$ cat src/rtl/audio_capture_pkg.sv
// Shared types for the I2C configuration path: command word, grant encodings and
// the arbiter state enum.
package audio_capture_pkg;

  localparam int unsigned I2C_ADDR_W = 7;
  localparam int unsigned I2C_DATA_W = 8;

  typedef struct packed {
    logic [I2C_ADDR_W-1:0] address;
    logic [I2C_DATA_W-1:0] data_0;
    logic [I2C_DATA_W-1:0] data_1;
  } i2c_cmd_t;

  localparam logic [1:0] GRANT_NONE = 2'b00;
  localparam logic [1:0] GRANT_A    = 2'b01;
  localparam logic [1:0] GRANT_B    = 2'b10;

  typedef enum logic [1:0] {
    StIdle,
    StIssue,
    StWaitAck,
    StWaitDone
  } arb_state_e;

endpackage

$ cat src/rtl/i2c_req_slot.sv
// One requester slot: captures a command on a strobe while empty and holds it pending
// until the arbiter clears it.
module i2c_req_slot
  import audio_capture_pkg::*;
(
  input  logic     clk,
  input  logic     rst,
  input  logic     i_strobe,
  input  i2c_cmd_t i_cmd,
  input  logic     i_clear,
  output logic     o_pending,
  output i2c_cmd_t o_cmd
);

  logic     r_pending;
  i2c_cmd_t r_cmd;

  // Clear wins, so a strobe landing on the completion cycle is dropped.
  always_ff @(posedge clk) begin
    if (!rst) begin
      r_pending <= 1'b0;
      r_cmd     <= '0;
    end else if (i_clear) begin
      r_pending <= 1'b0;
    end else if (i_strobe && !r_pending) begin
      r_pending <= 1'b1;
      r_cmd     <= i_cmd;
    end
  end

  assign o_pending = r_pending;
  assign o_cmd     = r_cmd;

endmodule

$ cat src/rtl/i2c_arbiter.sv
// Round-robin sharing of one I2C controller between the HDMI (A) and audio codec (B)
// config queues, with a busy-handshake timeout on the controller.
module i2c_arbiter
  import audio_capture_pkg::*;
#(
  parameter int unsigned TIMEOUT_CYCLES = 4095
) (
  input  logic                  clk,
  input  logic                  rst,
  input  logic                  a_start,
  input  logic [I2C_ADDR_W-1:0] a_address,
  input  logic [I2C_DATA_W-1:0] a_data_0,
  input  logic [I2C_DATA_W-1:0] a_data_1,
  input  logic                  b_start,
  input  logic [I2C_ADDR_W-1:0] b_address,
  input  logic [I2C_DATA_W-1:0] b_data_0,
  input  logic [I2C_DATA_W-1:0] b_data_1,
  output logic                  a_busy,
  output logic                  b_busy,
  output logic                  a_done,
  output logic                  b_done,
  output logic                  a_error,
  output logic                  b_error,
  output logic                  i2c_start,
  output logic [I2C_ADDR_W-1:0] i2c_address,
  output logic [I2C_DATA_W-1:0] i2c_data_0,
  output logic [I2C_DATA_W-1:0] i2c_data_1,
  input  logic                  i2c_busy,
  output logic [1:0]            grant
);

  localparam int unsigned TimerW = $clog2(TIMEOUT_CYCLES + 1);
  localparam logic [TimerW-1:0] TimerMax  = TimerW'(TIMEOUT_CYCLES);
  localparam logic [TimerW-1:0] TimerLast = TimerW'(TIMEOUT_CYCLES - 1);

  arb_state_e        r_state, w_state_next;
  logic [TimerW-1:0] r_timer;
  logic [1:0]        r_grant;
  logic              r_prio;
  i2c_cmd_t          r_cmd;
  logic              r_a_done, r_b_done, r_a_error, r_b_error;

  i2c_cmd_t w_cmd_in_a, w_cmd_in_b, w_cmd_a, w_cmd_b;
  logic     w_pend_a, w_pend_b, w_clr_a, w_clr_b;
  logic     w_sel_b, w_load, w_exit_done, w_exit_err, w_exit;
  logic     w_timeout, w_timer_clr, w_cooldown;

  assign w_cmd_in_a = {a_address, a_data_0, a_data_1};
  assign w_cmd_in_b = {b_address, b_data_0, b_data_1};

  i2c_req_slot u_slot_a (
    .clk       (clk),
    .rst       (rst),
    .i_strobe  (a_start),
    .i_cmd     (w_cmd_in_a),
    .i_clear   (w_clr_a),
    .o_pending (w_pend_a),
    .o_cmd     (w_cmd_a)
  );

  i2c_req_slot u_slot_b (
    .clk       (clk),
    .rst       (rst),
    .i_strobe  (b_start),
    .i_cmd     (w_cmd_in_b),
    .i_clear   (w_clr_b),
    .o_pending (w_pend_b),
    .o_cmd     (w_cmd_b)
  );

  assign w_sel_b     = w_pend_b && (!w_pend_a || r_prio);
  assign w_timeout   = (r_timer >= TimerLast);
  assign w_exit      = w_exit_done || w_exit_err;
  assign w_clr_a     = w_exit && r_grant[0];
  assign w_clr_b     = w_exit && r_grant[1];
  assign w_timer_clr = (r_state == StIssue) || ((r_state == StWaitAck) && i2c_busy);
  // The cycle carrying a done/error pulse is not used to grant; the next owner issues
  // two cycles after the pulse.
  assign w_cooldown  = r_a_done || r_b_done || r_a_error || r_b_error;

  always_ff @(posedge clk) begin
    if (!rst) begin
      r_state <= StIdle;
    end else begin
      r_state <= w_state_next;
    end
  end

  always_comb begin
    w_state_next = r_state;
    w_load       = 1'b0;
    w_exit_done  = 1'b0;
    w_exit_err   = 1'b0;
    unique case (r_state)
      StIdle: begin
        if ((w_pend_a || w_pend_b) && !w_cooldown) begin
          w_load       = 1'b1;
          w_state_next = StIssue;
        end
      end
      StIssue: w_state_next = StWaitAck;
      StWaitAck: begin
        if (i2c_busy) begin
          w_state_next = StWaitDone;
        end else if (w_timeout) begin
          w_exit_err   = 1'b1;
          w_state_next = StIdle;
        end
      end
      StWaitDone: begin
        if (!i2c_busy) begin
          w_exit_done  = 1'b1;
          w_state_next = StIdle;
        end else if (w_timeout) begin
          w_exit_err   = 1'b1;
          w_state_next = StIdle;
        end
      end
      default: w_state_next = StIdle;
    endcase
  end

  always_ff @(posedge clk) begin
    if (!rst) begin
      r_timer   <= '0;
      r_grant   <= GRANT_NONE;
      r_prio    <= 1'b0;
      r_cmd     <= '0;
      r_a_done  <= 1'b0;
      r_b_done  <= 1'b0;
      r_a_error <= 1'b0;
      r_b_error <= 1'b0;
    end else begin
      r_a_done  <= w_exit_done && r_grant[0];
      r_b_done  <= w_exit_done && r_grant[1];
      r_a_error <= w_exit_err && r_grant[0];
      r_b_error <= w_exit_err && r_grant[1];
      if (w_timer_clr) begin
        r_timer <= '0;
      end else if (r_timer != TimerMax) begin
        r_timer <= r_timer + TimerW'(1);
      end
      if (w_load) begin
        r_cmd   <= w_sel_b ? w_cmd_b : w_cmd_a;
        r_grant <= w_sel_b ? GRANT_B : GRANT_A;
      end else if (w_exit) begin
        r_grant <= GRANT_NONE;
        r_prio  <= ~r_prio;
      end
    end
  end

  always_comb begin
    i2c_start   = (r_state == StIssue);
    i2c_address = r_cmd.address;
    i2c_data_0  = r_cmd.data_0;
    i2c_data_1  = r_cmd.data_1;
    grant       = r_grant;
    a_busy      = w_pend_a;
    b_busy      = w_pend_b;
    a_done      = r_a_done;
    b_done      = r_b_done;
    a_error     = r_a_error;
    b_error     = r_b_error;
  end

endmodule
$ cat config.mk
export PLATFORM = sky130hd
export DESIGN_NAME = i2c_arbiter
export DESIGN_NICKNAME = d
export VERILOG_FILES = /design/src/rtl/audio_capture_pkg.sv /design/src/rtl/i2c_req_slot.sv /design/src/rtl/i2c_arbiter.sv
export SDC_FILE = /design/constraint.sdc
export NUM_CORES = 1
export LEC_CHECK = 0
export CORE_MARGIN = 2
export CORE_UTILIZATION = 47
export CTS_BUF_LIST = sky130_fd_sc_hd__clkbuf_4 sky130_fd_sc_hd__clkbuf_8
export DETAILED_ROUTE_END_ITERATION = 10
export GPL_TIMING_DRIVEN = 0
export PLACE_DENSITY_LB_ADDON = 0.15
export REMOVE_ABC_BUFFERS = 1
export SYNTH_ARGS = -nofsm -noshare
export SYNTH_HDL_FRONTEND = slang
export SYNTH_SLANG_ARGS = --single-unit
export TNS_END_PERCENT = 10
$ cat constraint.sdc
create_clock -name clk -period 1.8 [get_ports clk]
set_input_delay 0.45 -clock clk [delete_from_list [all_inputs] [get_ports clk]]
set_output_delay 0.45 -clock clk [all_outputs]
set_load 0.05 [all_outputs]
==> flow_summary.toml <==
[sta]
rsz0062_at_grt = "yes"
tightest_slew_ps = 511
fin_worst_skew_ps = 8.87
setup_violations = 41
final-hold-violation-count = 0
drv_slew = 0
final.setup.worst_slack_ps = -102
clock.fmax_mhz = 526
min_period_ps = 1900
finalSetupTns_ps = -2150
maxSlewHeadroom_pct = 65.9
period_share_pct = 106

[logic_synthesis]
syn_area_per_cell_um2 = 9.54
synth_most_common_cell = "dfxtp_1"
muxShareOfSynthArea_pct = 18.1
synthXorXnorAreaFrac_pct = 0.916
synth_top_area_share_pct = 48.2
synth_common_cells = "92 x dfxtp_1, 69 x mux2i_1, 58 x nor2_1"
async_flop_share_pct = 0
synthesis.area_um2 = 3820
synth_compound_area_share_pct = 10.9
synth_top_family_by_area = "multiplexers"
syn_inst = 401
synth-seq-cells = 92
seq_area_frac_synth_pct = 48.2
synth_area_leaders = "dfxtp_1 48%, mux2i_1 18%, nor2_1 5.7%, nand2_1 5.4%, a211oi_1 4.9%"
yosysUniqueCellTypes = 44
synthAdderAreaFrac_pct = 1.01
synth_top_flop_cell = "dfxtp_1"
synth_area_leader_cell = "dfxtp_1"
synthSimpleGateAreaFrac_pct = 16.7
synth_edf_count = 0
ys.warnings.count = 0

[detailed_routing]
firstDrtPassIters = 5
drt_wl_total_um = 9000
avgViaCountPerCell = 5.25
ant_nets = 0
drc = 0
routedWlPerCell_um = 15.0
drt_iter0_markers = 85
num_vias = 3140

[run_status]
violations = "negative setup slack"
outcome = "finished with violations"

[floorplanning]
coreArea_um2 = 7810
ioPinCount = 83
dieArea_um2 = 8880
dieWidth_um = 94.2
die_h_um = 94.2
rows = 32
start_util_pct = 49.0

[final_layout]
stdcell_area_um2 = 5170
synthToLayoutAreaGrowth_pct = 35.1
multiInputGateArea_um2 = 1920
num-nets-final = 545
fillCellCount = 638
seq_area_um2 = 1860
diodes = 0
fin_util_pct = 66.2
drive_gt1_share_pct = 14.9

[power_and_ir_drop]
power_per_cell_area_nw_per_um2 = 939
ir_drop_uv = 737
cellLeakagePower_nw = 2.24

[cts]
clk_latency_ps = 350
cts_hold_buf = 0
cts-root-buf = "clkbuf_8"
cts_buffer_depth = 2
cts_buffers = 9
cts_tree = "built"
clkTransAtPathRegs_ps = 90
htreeDepth = 3
cts_sinks = 92

[critical_path]
start_kind = "flop"
crit_required_ps = 2080
crit_fanout = 6
cp-end-kind = "flop"
crit_type = "flop to flop"
cp_data_arrival_time_ps = 2180

[global_routing]
antenna_found_initial = 0
grt_max_degree = 53
grt.total_usage_pct = 21.0
grt_pass1_vias = 3029
overflow = 0
grt_first_pass_wirelength_um = 14500

[job]
maxCapViolCount = 0

[placement]
placed_cell_area_um2 = 4720
place_hpwl_um = 5560
gp_congestion = 0.788
port_buffers = 82

[min_path]
worstHoldPathType = "flop to flop"
## per-stage QoR
stage | total power, W | hold WS (ps) | cells | setup WS [ps]
2_1_floorplan | 0.00300 | 434 | 377 | -2040
3_3_place_gp | 0.00339 | 442 | 561 | -3650
3_5_place_dp | 0.00343 | 448 | 565 | -1560
4_1_cts | 0.00489 | 461 | 598 | -151
5_1_grt | 0.00509 | 473 | 598 | -181
6_report | 0.00485 | 458 | 598 | -102
## where the power goes
part | switching (W) | internal (W)
clock network | 0.000675 | 0.000748
logic | 0.000675 | 0.000455
registers | 0.000103 | 0.00220
## layout by cell type (no fill, tap or decap), types with 5 or more instances in the layout
cell type / netlist / layout
nand2_1: 55 / 55
clkdlybuf4s50_1: 0 / 49
buf_6: 5 / 5
dlygate4sd2_1: 0 / 30
buf_4: 1 / 12
clkbuf_8: 0 / 12
dfxtp_2: 0 / 7
a211oi_1: 25 / 21
mux2i_1: 69 / 69
nor2_1: 58 / 58
dfxtp_1: 92 / 82
a21oi_1: 10 / 9
## critical path, stage by stage, from the launching register on
cell and delay (ps):
dfxtp_4 350, inv_2 40, ha_4 150, o211ai_1 250
nor4_4 90, maj3_4 390, a21oi_4 170, buf_6 180
mux2i_1 200
## what timing repair did
| action | 4_1_cts | 5_1_grt |
|---|---|---|
| cloned | 2 | 0 |
| setup buffers | 17 | 2 |
| pin swaps | 7 | 13 |
| endpoints found under the setup margin | 118 | 81 |
| gates resized for setup | 64 | 19 |
## path summary, 6_finish.rpt
path / cells past startpoint / from / slack [ps] / end
worst max register to register: 8 / r_timer[0] / -100 / u_slot_b.o_cmd[0]
worst min-delay path: 2 / u_slot_b.o_cmd[16] / 460 / u_slot_b.o_cmd[16]
worst min register to register: 2 / u_slot_b.o_cmd[16] / 460 / u_slot_b.o_cmd[16]
worst max-delay path: 8 / r_timer[0] / -100 / u_slot_b.o_cmd[0]
## cell families (layout without fill, tap and decap cells)
| family | after synthesis | count (layout) |
|---|---|---|
| AND/OR/NAND/NOR | 143 | 143 |
| multiplexers | 69 | 69 |
| adder cells (fa/ha/maj) | 3 | 3 |
| flip-flops | 92 | 92 |
| XOR/XNOR | 4 | 4 |
| buffers and inverters | 31 | 125 |
| AO/OA/AOI/OAI | 59 | 60 |
## flip-flops by register name, summed over array words and instances (netlist names)
register	count
r_timer	12
r_prio	1
u_slot_b.o_pending	1
u_slot_b.o_cmd	23
u_slot_a.o_cmd	23
b_error	1
grant	2
i2c_data_1	8
b_done	1
a_done	1
i2c_address	7
a_error	1
r_state	2
i2c_data_0	8
u_slot_a.o_pending	1
## layout make-up
| class | instances | area share [%] |
|---|---|---|
| Clock buffer | 12 | 3.20 |
| Clock inverter | 3 | 0.872 |
| Inverter | 7 | 0.751 |
| Multi-Input combinational cell | 279 | 37.2 |
| Sequential cell | 92 | 36.0 |
| Tap cell | 102 | 2.47 |
| Timing Repair Buffer | 103 | 19.4 |
## layer usage
metal	up-vias	GRT usage, %	wire [um]
met5	-	0	0
met4	0	7.49	145
met3	12	4.33	557
met2	92	34.4	4280
met1	1466	27.5	4020
li1	1570	-	-
No activity file was read; power rests on OpenSTA's default activity.
